`config.mk`:
```
export PLATFORM = sky130hd
export DESIGN_NAME = pipe_stage_buffer
export DESIGN_NICKNAME = d
export VERILOG_FILES = /design/src/rtl/pipe_stage_buffer.sv
export SDC_FILE = /design/constraint.sdc
export NUM_CORES = 1
export LEC_CHECK = 0
export CAP_MARGIN = 20
export CORE_AREA = 2 2 102 104
export CTS_BUF_LIST = sky130_fd_sc_hd__clkbuf_16
export DETAILED_ROUTE_END_ITERATION = 16
export DIE_AREA = 0 0 104 106
export PLACE_DENSITY_LB_ADDON = 0.25
export SLEW_MARGIN = 20
export SYNTH_ARGS = -nofsm -noshare
export SYNTH_HDL_FRONTEND = slang
export SYNTH_SLANG_ARGS = --single-unit
```
`constraint.sdc`:
```
create_clock -name clk -period 2.4 [get_ports clk]
set_clock_uncertainty 0.1 [all_clocks]
set_input_delay 0.24 -clock clk [delete_from_list [all_inputs] [get_ports clk]]
set_output_delay 0.24 -clock clk [all_outputs]
set_load 0.05 [all_outputs]
```
`src/rtl/pipe_stage_buffer.sv`:
```
// Elastic pipeline register between stages: payload + control bits with valid/ready,
// back-pressure, flush, and an optional second (skid) slot that registers in_ready.
//
//   state | meaning
//   EMPTY | no instruction held; out_valid=0
//   ONE   | main slot holds the head instruction
//   FULL  | main slot holds the head, skid slot holds the next one (SKID=1 only)
module pipe_stage_buffer #(
    parameter int DATA_W = 32,
    parameter int CTRL_W = 8,
    parameter int SKID   = 1
) (
    input  logic              clk,
    input  logic              reset,
    input  logic              in_valid,
    output logic              in_ready,
    input  logic [DATA_W-1:0] in_data,
    input  logic [CTRL_W-1:0] in_ctrl,
    input  logic              flush,
    output logic              out_valid,
    input  logic              out_ready,
    output logic [DATA_W-1:0] out_data,
    output logic [CTRL_W-1:0] out_ctrl,
    output logic [1:0]        occupancy
);

    typedef enum logic [1:0] {
        EMPTY = 2'd0,
        ONE   = 2'd1,
        FULL  = 2'd2
    } state_t;

    state_t            state_q;
    state_t            state_d;
    logic [DATA_W-1:0] main_data_q;
    logic [DATA_W-1:0] skid_data_q;
    logic [CTRL_W-1:0] main_ctrl_q;
    logic [CTRL_W-1:0] skid_ctrl_q;
    logic              in_ready_q;
    logic              accept;
    logic              drain;
    logic              load_main;
    logic              load_skid;
    logic              move_skid;

    assign out_valid = (state_q != EMPTY);
    assign occupancy = state_q;
    assign out_data  = main_data_q;
    assign out_ctrl  = out_valid ? main_ctrl_q : '0;
    assign in_ready  = (SKID != 0) ? in_ready_q : (~out_valid | out_ready);
    assign accept    = in_valid & in_ready;
    assign drain     = out_valid & out_ready;

    always_comb begin
        state_d   = state_q;
        load_main = 1'b0;
        load_skid = 1'b0;
        move_skid = 1'b0;
        case (state_q)
            EMPTY: begin
                if (accept) begin
                    state_d   = ONE;
                    load_main = 1'b1;
                end
            end
            ONE: begin
                if (accept && drain) begin
                    load_main = 1'b1;
                end else if (drain) begin
                    state_d = EMPTY;
                end else if (accept) begin
                    // only reachable with the skid slot; without it in_ready blocks this case
                    state_d   = FULL;
                    load_skid = 1'b1;
                end
            end
            FULL: begin
                if (drain) begin
                    state_d   = ONE;
                    move_skid = 1'b1;
                end
            end
            default: state_d = EMPTY;
        endcase
    end

    always_ff @(posedge clk) begin
        if (!reset || flush) begin
            state_q    <= EMPTY;
            in_ready_q <= 1'b1;
        end else begin
            state_q    <= state_d;
            in_ready_q <= (state_d != FULL);
        end
    end

    always_ff @(posedge clk) begin
        if (!reset || flush) begin
            main_data_q <= '0;
            main_ctrl_q <= '0;
            skid_data_q <= '0;
            skid_ctrl_q <= '0;
        end else begin
            if (load_main) begin
                main_data_q <= in_data;
                main_ctrl_q <= in_ctrl;
            end else if (move_skid) begin
                main_data_q <= skid_data_q;
                main_ctrl_q <= skid_ctrl_q;
            end
            if (load_skid) begin
                skid_data_q <= in_data;
                skid_ctrl_q <= in_ctrl;
            end
        end
    end

endmodule
```
==> summary.txt <==
Clocking
  • Reg clk slew, reported paths: 0.06 ns
  • CTS Root Cell: clkbuf_16
  • Postcts setup bufs: 0
  • CTS tree: done
  • CTS Buf Count: 9
  • Hold bufs inserted after CTS: 0
  • Clock sink count: 83
  • H-tree Lvls: 3
  • Clock tree buffer depth: 2
  • Worst-Skew Late Latency: 0.33 ns

Power and ir drop
  • Overall Power: 3140 µW
  • Switch share: 0.273
  • Clock share of power: 0.392
  • Sequential share of power: 0.458
  • Comb pwr share: 0.150
  • NetSw: 857 µW
  • Static Leak: ~0.0017 µW
  • P_int: 2280 µW
  • Max VDD drop: 0.000287 V
  • Power Dens Cells: around 670 nW/µm²

Final layout
  • Most frequent cells in the layout: 83 x dfxtp_1, 82 x nand2_1, 80 x clkdlybuf4s50_1
  • Core Util, Final: 0.472
  • Commonest non-fill, non-tap cell in the layout: dfxtp_1
  • Final Net Count: 553
  • Share of cells above drive strength 1: 0.0721
  • N_diodes: 0
  • Area grow syn2layout: 39.3%

Logic synthesis
  • Syn Area/Cell: 7.77 µm²
  • Yosys reg bits: 83
  • Post-synth top area cell: dfxtp_1
  • Mapped cell area: between 3000 and 4000 µm²
  • Post-synth net total: 481
  • Sequential share of the synthesized area: 0.491
  • Syn. warnings: 0
  • Synth unique cells: 22
  • Synth area leaders: dfxtp_1 49%, nand2_1 9.2%, o21ai_0 7.8%, a31oi_1 7.6%, nand3_1 6.1%
  • Synth top area share: 0.491
  • Mapped Cells: 436

Timing
  • Least-Margin Pin Slew: 0.561 ns
  • Final setup violation count: 0
  • Setup TNS: 0 ns
  • Final Hold Viols: 0
  • Max_slew headroom: 0.625
  • Time the worst path needs with I/O delays and setup: between 2 and 2.5 ns
  • Period utilization: 0.948
  • Fin. max-slew vios: 0
  • RSZ-0062 raised after global routing: false
  • Fmax: between 400 and 500 MHz

Routing
  • Per-cell routed wire length: 14.9 µm
  • Remaining DRCs: 0
  • Routed WL: ~9700 µm
  • Initial DRC count: around 180
  • Via count: around 3.4k
  • ANT nets after route: 0
  • Via density: between 5 and 6
  • Drt pass-1 iters: 4

Min path
  • Hold Path Class: flip-flop to flip-flop

Placement
  • Port-buffer cells: 88
  • GPL Wtd Cong: around 0.75
  • DP HPWL: 6270 µm

Floorplanning
  • Die H: 106 µm
  • Floorplan core area: 10000 µm²
  • # rows: 37
  • Full die area: 11,000 µm²
  • I/O pin total: 89
  • Initial Util: 0.339
  • Die W: 104 µm

Worst setup path
  • Arrival time worst endpoint: roughly 1.9 ns
  • CP cell instances: nor2_1, buf_4, inv_1, clkdlybuf4s50_1
  • Crit path max fanout: 9
  • Worst setup SP type: flip-flop
  • Worst endpoint required time: 2.06 ns
  • Slowest stage delay, CP: ~0.79 ns
  • Crit end category: output pin
  • CP Buf/Inv Count: 3
  • Family with the most delay on the worst path: buffers and inverters
  • Critical path type: flip-flop to output pin
  • Crit-path slowest cell: clkdlybuf4s50_1

GRT
  • First-pass GRT wire length: 15,900 µm
  • Global route overflow: 0
  • Initial antenna violation count: 0
  • Number of global-route vias before repair: 3,241
  • Largest net degree at the start of global routing: 47
  • Gr usage total: 0.179

Flow run
  • MaxCap Viol Count: 0

Status
  • Outcome: finished, final reports clean
-- routing by layer --
metal  up-vias  share of wire  track usage
met2        85           0.48        0.298
met1      1592           0.46        0.236
met3         8          0.045       0.0313
li1       1676              -            -
met4         0          0.013       0.0608
met5         -              0            0
-- synthesized netlist by cell type --
cell        n
o21ai_0    53
and3b_1     1
nor2b_1     9
or3_1       1
inv_1       2
a31oi_1    41
and2b_1     1
a21o_1      1
nand3b_1    2
nand2b_1    2
nand3_1    41
mux2i_1     1
nand4bb_1   1
dfxtp_1    83
a21oi_1    40
clkbuf_1   25
buf_1       1
nor2_1      2
o211ai_2    1
nand2_1    83
o21ai_1    27
buf_2      18
-- layout make-up --
type | instances | area, µm²
fillers | 1021 | 5280
clock inverters | 7 | 36.3
well taps | 136 | 170
clock buffers | 9 | 225
multi-input cells | 307 | 1560
repair buffers | 105 | 1050
inverters | 2 | 7.51
flip-flops and latches | 83 | 1660
-- stage by stage --
step,area [µm²],std cells,hold WS [ns],setup WS (ns)
detailed placement,4430,633,0.343,0.357
finish,4720,649,0.352,0.125
global placement,4430,633,0.338,0.431
CTS,4700,649,0.352,0.0225
floorplan,3390,436,0.264,0.328
global route,4720,649,0.368,0.0360
-- registers in the layout, indices dropped and copies added, names as in the netlist --
register and flops:
skid_data_q 32, out_data 32, occupancy 2, in_ready 1, main_ctrl_q 8, skid_ctrl_q 8
-- tightest hold or removal path, delay by kind of cell (launching register included) --
kind | cells | cell delay, ns
DFF | 1 | 0.31
AOI/OAI and AO/OA | 1 | 0.05
and+or+nand+nor | 1 | 0.05
-- power groups by stage --
stage	sequential (µW)	combinational (µW)	clock, µW
after floorplan	1560	170	0
after global placement	1470	467	0
after detailed placement	1470	472	0
after CTS	1440	474	1250
after global routing	1440	505	1310
final	1440	471	1230
-- final timing paths --
path / endpoint / slack (ns) / start / depth (start not counted)
worst min-delay path: skid_data_q[13] / 0.35 / skid_data_q[13] / 2
worst max register to register: out_data[27] / 0.65 / occupancy[1] / 5
worst min register to register: skid_data_q[13] / 0.35 / skid_data_q[13] / 2
worst max-delay path: out_valid / 0.13 / occupancy[1] / 4
-- cell families after synthesis --
kind of cell           after synthesis  synth area share
AO/OA/AOI/OAI                      163             0.259
buffers and inverters               46            0.0577
flip-flops                          83             0.491
multiplexers                         1           0.00296
AND/OR/NAND/NOR                    143             0.190
-- repair_timing --
item                       CTS  global route
setup endpoints to repair    0             8
hold endpoints to repair     0             0
gates resized for setup      0             8
Power figures use the tool's default switching activity.
